**config.mk**
```make
export PLATFORM = sky130hd
export DESIGN_NAME = response_dumper
export DESIGN_NICKNAME = d
export VERILOG_FILES = /design/src/rtl/response_dumper.sv
export SDC_FILE = /design/constraint.sdc
export NUM_CORES = 1
export LEC_CHECK = 0
export CORE_ASPECT_RATIO = 1.75
export CORE_UTILIZATION = 50
export CTS_BUF_LIST = sky130_fd_sc_hd__clkbuf_4
export DETAILED_ROUTE_END_ITERATION = 10
export GPL_ROUTABILITY_DRIVEN = 0
export PLACE_DENSITY_LB_ADDON = 0.1
export RECOVER_POWER = 100
export SLEW_MARGIN = 20
export SYNTH_ARGS = -nofsm -noshare
export SYNTH_HDL_FRONTEND = slang
export SYNTH_SLANG_ARGS = --single-unit
```
**constraint.sdc**
```tcl
create_clock -name clock -period 3.34 [get_ports clock]
set_input_delay 1.002 -clock clock [delete_from_list [all_inputs] [get_ports clock]]
set_output_delay 1.002 -clock clock [all_outputs]
set_load 0.01 [all_outputs]
```
**src/rtl/response_dumper.sv**
```systemverilog
// Response-memory dumper: after file_finished, streams a count header and then
// every response word in address order over valid/ready, flagging the last byte.
module response_dumper #(
  parameter int ADDR_W = 8,
  parameter int DATA_W = 8
) (
  input  logic              clock,
  input  logic              reset,
  input  logic              file_finished,
  input  logic [ADDR_W-1:0] resp_count,
  output logic              mem_rd,
  output logic [ADDR_W-1:0] mem_addr,
  input  logic [DATA_W-1:0] mem_data,
  output logic [DATA_W-1:0] out_data,
  output logic              out_valid,
  input  logic              out_ready,
  output logic              out_last,
  output logic              busy,
  output logic              done
);

  typedef enum logic [2:0] {
    S_IDLE, S_HDR, S_RD, S_WAIT, S_OUT, S_DONE
  } state_e;

  state_e            state_q, state_d;
  logic [ADDR_W-1:0] cnt_q, cnt_d;
  logic [ADDR_W-1:0] addr_q, addr_d;
  logic [ADDR_W-1:0] mem_addr_q, mem_addr_d;
  logic [DATA_W-1:0] data_q, data_d;
  logic              mem_rd_q, mem_rd_d;
  logic              data_last;

  // Extra bit keeps addr+1 from wrapping when cnt is the maximum encodable count.
  assign data_last = ({1'b0, addr_q} + (ADDR_W+1)'(1)) == {1'b0, cnt_q};

  always_comb begin
    state_d = state_q;
    cnt_d   = cnt_q;
    addr_d  = addr_q;
    data_d  = data_q;
    case (state_q)
      S_IDLE: if (file_finished) begin
        cnt_d   = resp_count;
        addr_d  = '0;
        data_d  = DATA_W'(resp_count);
        state_d = S_HDR;
      end
      S_HDR:  if (out_ready) state_d = (cnt_q == '0) ? S_DONE : S_RD;
      S_RD:   state_d = S_WAIT;
      S_WAIT: begin
        data_d  = mem_data;
        state_d = S_OUT;
      end
      S_OUT:  if (out_ready) begin
        if (data_last) state_d = S_DONE;
        else begin
          addr_d  = addr_q + ADDR_W'(1);
          state_d = S_RD;
        end
      end
      S_DONE: if (!file_finished) state_d = S_IDLE;
      default: state_d = S_IDLE;
    endcase
  end

  // Read strobe and address are registered on entry to RD; address holds afterwards.
  assign mem_rd_d   = (state_d == S_RD);
  assign mem_addr_d = mem_rd_d ? addr_d : mem_addr_q;

  always_ff @(posedge clock or negedge reset) begin
    if (!reset) begin
      state_q    <= S_IDLE;
      cnt_q      <= '0;
      addr_q     <= '0;
      data_q     <= '0;
      mem_rd_q   <= 1'b0;
      mem_addr_q <= '0;
    end else begin
      state_q    <= state_d;
      cnt_q      <= cnt_d;
      addr_q     <= addr_d;
      data_q     <= data_d;
      mem_rd_q   <= mem_rd_d;
      mem_addr_q <= mem_addr_d;
    end
  end

  assign mem_rd    = mem_rd_q;
  assign mem_addr  = mem_addr_q;
  assign out_data  = data_q;
  assign out_valid = (state_q == S_HDR) || (state_q == S_OUT);
  assign out_last  = ((state_q == S_HDR) && (cnt_q == '0)) ||
                     ((state_q == S_OUT) && data_last);
  assign busy      = (state_q != S_IDLE) && (state_q != S_DONE);
  assign done      = (state_q == S_DONE);

endmodule

```
==> impl_metrics.ini, run 1 <==
[yosys]
ys_warn_count = 0
syn_area_mm2 = 0.00196
synth_area_leader_cell = dfrtp_1
ys_seq_area_share_pct = 46.1
synth_flop_cell = dfrtp_1
netlist.area_leader.share_pct = 46.1
synthArstFlopShare_pct = 100
synth.area.top_cells = dfrtp_1 46%, mux2_2 6.3%, nand2_1 5.6%, xnor2_1 3.6%, a22oi_1 3.1%
syn_avg_cell_area_um2 = 9.78
synth_nets = 221
synth_cells = 200
yosysMostFrequentCell = dfrtp_1
ys_ff_latch = 36
synthTopCellsByCount = 36 x dfrtp_1, 29 x nand2_1, 11 x mux2_2
ys_types = 40
synth-edff-count = 0

[flow_run]
maxCapViolations = 1

[setup_path]
worstSetupEndpointType = output pin
crit_family = simple AND/OR/NAND/NOR gates
worst-path-buf-inv = 1
critical_path.max_stage_delay_ns = 0.44
path_cells = ha_4, xor2_2, nor3_2, and4_1, and3_4, nand3b_1, a21oi_2, buf_2
crit_path_start_kind = register
crit_path_start = addr_q[1]
required_ns = 2.34
worstSetupPathType = register to output pin
r2r-start = addr_q[2]
critPathSlowestCell = dfrtp_1
arrival_ns = 2.31
crit_fanout = 2

[finish]
layout.nets = 280
fin_cells = 305
drive_gt1_share_pct = 20.8
area_growth_pct = 34.9
final_util_pct = 72.0
diodes = 0

[placement]
io_buffers = 40
dp_hpwl_um = 3320
place_ws_ns = -0.0694
dp.cells = 288

[routing]
ant_nets = 0
first_pass_iters = 4
drt_wl_total_um = 5130
drt-initial-drc-count = 50
vias = 1748
avgRoutedWirePerCell_um = 16.8
via_per_inst = 5.73
drc = 0

[sta]
rsz0062_at_grt = yes
fin_worst_skew_ns = 0.0120
setup_viol = 0
hold_violations = 0
finalMaxSlewViolations = 37
tightest_slew_ns = 1.89
fin_crit_ns = 3.32
fin_ws_ns = 0.0248
maxSlewHeadroom_pct = -26.3
fmax_mhz = 302
fin_crit_sh_pct = 99.3

[die]
die_height_um = 84.7
fp.dieW_um = 49.3
start_util_pct = 53.4
core-area_mm2 = 0.00366
row_count = 29
ios = 41
dieArea_mm2 = 0.00418

[cts]
clkLatencyLatePin_ns = 0.35
numClockSinks = 36
clock_path_buffers = 2
cts_tree = done
clock-root-buffer = clkbuf_4
clk_pin_slew_ns = 0.11
numCtsBuffers = 5
htree_levels = 2

[grt]
grt_max_degree = 37
grt.total_usage_pct = 25.9
grt_pass1_wl_um = 8270
grt-ovfl-total = 0
antenna_found_initial = 0
grt_pass1_vias = 1845

[status]
failed_checks = max-capacitance violations, max-slew violations
status = finished with violations

[power]
vdd.ir_drop.worst_v = 0.000580
p_leak_nw = 1.17
powerDensity_mw_per_mm2 = 772

[hold_path]
hold_class = register to register
hp-start = out_data[5]
[power by group]
group | total (mW) | switching, mW | internal, mW
combinational | 1.06 | 0.465 | 0.595
clock | 0.230 | 0.144 | 0.0857
sequential | 0.747 | 0.160 | 0.587
total | 2.04 | 0.769 | 1.27
[placed cells by master, fill, tap and decap left out, types with 7 or more instances in the layout]
cell type and n:
inv_1 10, dfrtp_1 35, clkdlybuf4s50_1 38, o21ai_0 9
nand2_1 29, mux2_2 11, nand3_1 7, a22oi_1 8
buf_4 19, nor2_1 9
[per-stage QoR]
step           total power [mW]  cell area [um^2]  hold slack [ns]  TNS [ns]
3_3_place_gp               1.57              2460            0.450         0
3_5_place_dp               1.61              2460            0.462   -0.0694
2_1_floorplan              1.23              1960            0.507         0
4_1_cts                    1.96              2590            0.487         0
6_report                   2.04              2640            0.475         0
5_1_grt                    2.16              2640            0.514   -0.0397
[registers in the layout (all words and copies together) (netlist names)]
signal	count
addr_q	8
cnt_q	8
mem_addr	8
mem_rd	1
out_data	8
state_q	3
[worst min-delay path: cells and delay by family (launching register included)]
family | cells | cell delay, ns
DFF | 1 | 0.36
and+or+nand+nor | 2 | 0.09
[worst paths after layout]
kind	to	depth (start not counted)	slack [ns]
setup / recovery	out_last	8	0.02
hold / removal	out_data[5]	2	0.48
setup reg to reg	mem_addr[2]	16	0.22
hold reg to reg	out_data[5]	2	0.48
max in group asynchronous	addr_q[2]	2	0.47
min in group asynchronous	state_q[1]	2	1.63
[final cells by class]
| type | count | area [um^2] |
|---|---|---|
| sequential | 36 | 902 |
| inverter | 10 | 37.5 |
| timing repair buffer | 61 | 546 |
| clock buffer | 6 | 45.0 |
| clock inverter | 1 | 5.00 |
| multi-input combinational | 145 | 1040 |
| tap | 46 | 57.6 |
| fill | 286 | 1030 |
[cells by family (layout without fill, tap and decap cells)]
family                   Yosys count  in the layout  synth area share (%)
multiplexers                      11             11                  6.33
AND/OR/NAND/NOR                   83             83                  23.1
buffers and inverters             19             78                  4.09
flip-flops                        36             36                  46.1
adder cells (fa/ha/maj)            1              1                 0.640
AO/OA/AOI/OAI                     38             38                  12.9
XOR/XNOR                          12             12                  6.85
[metal layers]
layer | share of wire (%) | wire length, um | track usage [%] | up-vias
met5 | 0 | 0 | 0 | -
li1 | - | - | - | 825
met2 | 56 | 2860 | 46.0 | 57
met4 | 3.4 | 172 | 17.6 | 0
met1 | 37 | 1910 | 26.4 | 851
met3 | 3.6 | 182 | 5.07 | 15
[repair_timing]
| action | CTS | global route |
|---|---|---|
| buffers inserted | 10 | 0 |
| endpoints found under the setup margin | 1 | 3 |
| pin swaps | 3 | 9 |
| resized for setup | 6 | 12 |
| hold buffers | 0 | 0 |
Power figures use the tool's default switching activity.
==> run 2: changes to the inputs <==
Settings changed: CORE_MARGIN set to 2.
==> run 2 against run 1 <==
The run now ends clean; count of clock-buffer cells in the layout stayed put; critical path depth stayed put; worst setup slack better by 0.13 ns; sequential share of layout area is 1.1 points higher; core utilization is 5.1 points lower; cell count is 0.98% lower; via count is 0.63% lower; total power is 8.6% lower; critical endpoint unchanged; highest routed layer unchanged.
==> impl_metrics.ini, run 2 (synthesis results as in run 1) <==
[status]
status = completed

[routing]
drt_wl_total_um = 4730
vias = 1737
drt-initial-drc-count = 60
via_per_inst = 5.75
avgRoutedWirePerCell_um = 15.7
first_pass_iters = 4
drt-met1-wl_um = 1700
met3_length_um = 227
highest_layer = met4
met2WireLength_um = 2650
drc = 0
ant_nets = 0

[cts]
numClockSinks = 36
clock-root-buffer = clkbuf_4
postCtsHoldBufs = 0
numCtsBuffers = 5
clkLatencyLatePin_ns = 0.34
htree_levels = 2
cts_tree = done
clock_path_buffers = 2
clk_pin_slew_ns = 0.11

[placement]
dp_hpwl_um = 3480
io_buffers = 40

[grt]
grt_max_degree = 37
grt_pass1_vias = 1660
grt-ovfl-total = 0
grt_pass1_wl_um = 7690
antenna_found_initial = 0
grt.total_usage_pct = 23.0

[die]
row_count = 30
start_util_pct = 51.1
ios = 41
core-area_mm2 = 0.00383
die_height_um = 86.7
fp.dieW_um = 51.3
dieArea_mm2 = 0.00445

[sta]
finalSetupTns_ns = 0
whs_ns = 0.468
fin_crit_ns = 3.18
finalMaxSlewViolations = 0
setup_viol = 0
fin_crit_sh_pct = 95.4
tightest_slew_ns = 0.835
hold_violations = 0
maxSlewHeadroom_pct = 44.3
fmax_mhz = 314
fin_worst_skew_ns = 0.00983

[finish]
layout_commonest_cell = dfrtp_1
final_util_pct = 66.8
layout.nets = 274
drive_gt1_share_pct = 16.1
area_growth_pct = 30.8
mostFrequentLayoutCells = 35 x dfrtp_1, 29 x nand2_1, 23 x dlygate4sd3_1
diodes = 0

[hold_path]
hp-start = out_data[5]
hold_class = register to register
whs_endpoint = out_data[5]
hold_depth = 2

[setup_path]
crit_fanout = 2
arrival_ns = 2.18
r2r_cells = 10
worstSetupEndpointType = output pin
crit_path_start_kind = register
r2r-start = addr_q[0]
r2r_setup_slack_ns = 0.54
required_ns = 2.34
r2r-end = mem_addr[6]
worstSetupPathType = register to output pin

[power]
p_leak_nw = 1.17
vdd.ir_drop.worst_v = 0.000547
finalPower_mw = 1.86
powerDensity_mw_per_mm2 = 728

[flow_run]
maxCapViolations = 0
==> run 2: worst max path at each step <==
| stage | start | endpoint | slack (ns) | depth (start not counted) |
|---|---|---|---|---|
| finish | addr_q[0] | out_last | 0.16 | 8 |
| global route | addr_q[0] | out_last | -0.02 | 8 |
| floorplan | addr_q[0] | out_last | 0.36 | 7 |
| detailed placement | addr_q[0] | out_last | -0.08 | 8 |
| global placement | addr_q[0] | out_last | 0.03 | 8 |
| CTS | addr_q[0] | out_last | 0.02 | 8 |
==> run 2: stage by stage <==
stage                     cell area (um^2)  setup slack (ns)  std cells
after floorplan                       1960             0.362        200
after global placement                2460            0.0295        290
after detailed placement              2460           -0.0779        290
after CTS                             2530            0.0244        300
after global routing                  2560           -0.0200        302
final                                 2560             0.155        302
==> run 2: power breakdown <==
group          internal [mW]  switching [mW]
Clock                 0.0883           0.147
Sequential             0.586           0.147
Combinational          0.475           0.417
Total                   1.15           0.712
==> run 2: repair_timing <==
action | in CTS | in global routing
hold endpoints to repair | 0 | 0
buffers inserted | 2 | 2
setup endpoints to repair | 1 | 1
resized for setup | 6 | 7
pin swaps | 2 | 5
==> run 2: worst max-delay path: stages, from the launching register on <==
cell      delay (ns)
dfrtp_1         0.43
ha_4            0.25
xor2_1          0.17
nor3_2          0.20
and4_1          0.24
and3_4          0.19
nand3b_1        0.08
a21oi_1         0.13
buf_2           0.14
==> run 2: cell type report <==
class / instances / area, um^2
fill: 332 / 1270
clock inverter: 2 / 11.3
multi-input combinational: 145 / 1000
tap: 48 / 60.1
sequential: 36 / 902
clock buffer: 6 / 45.0
timing repair buffer: 55 / 500
inverter: 10 / 37.5
==> run 2: metal layers <==
layer  track usage, %  up-vias
li1                 -      816
met5                0        -
met4             10.3        0
met2             43.1       70
met3             4.66       16
met1             23.7      835
==> run 3: changes to the inputs <==
Settings changed: CTS_CLUSTER_SIZE set to 24, SETUP_SLACK_MARGIN set to 0.05.
==> run 3 against run 2 <==
Sequential share of layout area shrank 1.6 points; first-iteration DRC count grew 43%; count of clock-buffer cells in the layout is the same; worst setup slack lost 0.064 ns; total power grew 11%; cell count grew 4.3%; clock power grew 2%; critical path type unchanged.
==> impl_metrics.ini, run 3 (synthesis results as in run 1) <==
[power]
p_leak_nw = 1.23
swShare_pct = 38.4
p_int_mw = 1.27
powerDensity_mw_per_mm2 = 768
power_frac_seq_pct = 36.0
finalPower_mw = 2.06
combPwrFrac_pct = 52.3
vdd.ir_drop.worst_v = 0.000634
power_switching_mw = 0.790
p_clk_share_pct = 11.7

[sta]
fin_worst_skew_ns = 0.0105
fmax_mhz = 308
fin_crit_ns = 3.25
finalMaxSlewViolations = 0
hold_violations = 0
setup_viol = 0
rsz0062_at_grt = yes
fin_crit_sh_pct = 97.3
tightest_slew_ns = 0.845
whs_ns = 0.468
maxSlewHeadroom_pct = 43.6

[setup_path]
worstSetupEndpointType = output pin
crit_fanout = 6
worstSetupPathType = register to output pin
worst-path-buf-inv = 2
critPathSlowestCell = dfrtp_1
required_ns = 2.34
arrival_ns = 2.25
crit_family = simple AND/OR/NAND/NOR gates
path_cells = buf_4, and3_4, a21oi_1, nor4b_4, and3_4, nand3b_1, a21oi_1, buf_2
crit_path_start_kind = register
critical_path.max_stage_delay_ns = 0.43

[grt]
antenna_found_initial = 0
grt_pass1_vias = 1723
grt_pass1_wl_um = 8200
grt_max_degree = 37
grt-ovfl-total = 0
grt.total_usage_pct = 24.8

[hold_path]
hold_class = register to register

[finish]
layout.nets = 287
drive_gt1_share_pct = 22.1
area_growth_pct = 37.1
fin_cells = 315
layout_commonest_cell = dfrtp_1
mostFrequentLayoutCells = 35 x dfrtp_1, 29 x nand2_1, 26 x buf_4
nFillCells = 309
diodes = 0
postLayoutCellArea_mm2 = 0.00268

[routing]
avgRoutedWirePerCell_um = 17.0
drt_wl_total_um = 5370
drc = 0
vias = 1828
ant_nets = 0
drt-initial-drc-count = 86
first_pass_iters = 4
via_per_inst = 5.80

[die]
dieArea_mm2 = 0.00445
fp.dieW_um = 51.3
start_util_pct = 51.1
die_height_um = 86.7
core-area_mm2 = 0.00383
ios = 41
row_count = 30

[placement]
dp.cells = 290
io_buffers = 40
post_dp_cell_area_mm2 = 0.00246
dp_hpwl_um = 3480

[cts]
numClockSinks = 36
numCtsBuffers = 5
clk_pin_slew_ns = 0.11
cts_tree = done
htree_levels = 2
postCtsHoldBufs = 0
clock_path_buffers = 2
clock-root-buffer = clkbuf_4
clkLatencyLatePin_ns = 0.35

[flow_run]
maxCapViolations = 0

[status]
status = completed
-- run 3: changes by cell type in the layout (fill, tap and decap cells not counted), moves of 2 or more --
cell | before | now
clkdlybuf4s50_1 | 16 | 18
buf_4 | 13 | 26
o21ai_0 | 12 | 10
dlygate4sd3_1 | 23 | 21
o21ai_1 | 1 | 3
-- run 3: final timing paths --
| kind | start | slack (ns) | cells after the start | end |
|---|---|---|---|---|
| setup / recovery | addr_q[1] | 0.09 | 8 | out_last |
| hold / removal | out_data[5] | 0.47 | 2 | out_data[5] |
| setup reg to reg | addr_q[1] | 0.20 | 17 | mem_addr[5] |
| hold reg to reg | out_data[5] | 0.47 | 2 | out_data[5] |
| max in group asynchronous | reset | 1.87 | 2 | addr_q[2] |
| min in group asynchronous | reset | 1.11 | 2 | state_q[2] |
-- run 3: power groups by stage --
stage,Combinational (mW),Sequential [mW],Clock [mW]
5_1_grt,1.15,0.761,0.262
3_3_place_gp,0.841,0.731,0
3_5_place_dp,0.872,0.744,0
6_report,1.08,0.741,0.241
4_1_cts,1.00,0.735,0.247
2_1_floorplan,0.501,0.724,0
-- run 3: area by class of cell --
cell class	instances	area, um^2	area share (%)
Multi-Input combinational cell	146	1030	38.5
Sequential cell	36	902	33.6
Timing Repair Buffer	67	594	22.2
Tap cell	48	60.1	2.24
Clock buffer	6	45.0	1.68
Inverter	10	37.5	1.40
Clock inverter	2	11.3	0.420
-- run 3: what timing repair did --
item / 4_1_cts / 5_1_grt
buffers inserted: 11 / 5
resized for setup: 6 / 11
pin swaps: 4 / 9
gates cloned: 0 / 1
endpoints found under the setup margin: 1 / 5
-- run 3: metal layers --
| metal | wire length (um) | share of wire [%] | GRT usage, % | vias to the layer above |
|---|---|---|---|---|
| met1 | 1780 | 33 | 25.2 | 880 |
| met3 | 258 | 4.8 | 4.66 | 22 |
| met2 | 3110 | 58 | 47.3 | 87 |
| met5 | 0 | 0 | 0 | - |
| li1 | - | - | - | 839 |
| met4 | 217 | 4.0 | 10.8 | 0 |
-- run 3: worst min-delay path: stages (launching register included) --
cell and delay [ns]:
dfrtp_1 0.35, nand2_1 0.05, nand2_1 0.05
-- run 3: through the flow --
stage	setup slack, ns	TNS [ns]	utilization (%)
floorplan	0.362	0	-
CTS	0.106	0	68.0
finish	0.0911	0	70.0
global placement	0.0295	0	64.3
detailed placement	-0.0779	-0.0779	64.3
global route	-0.0412	-0.0412	70.0
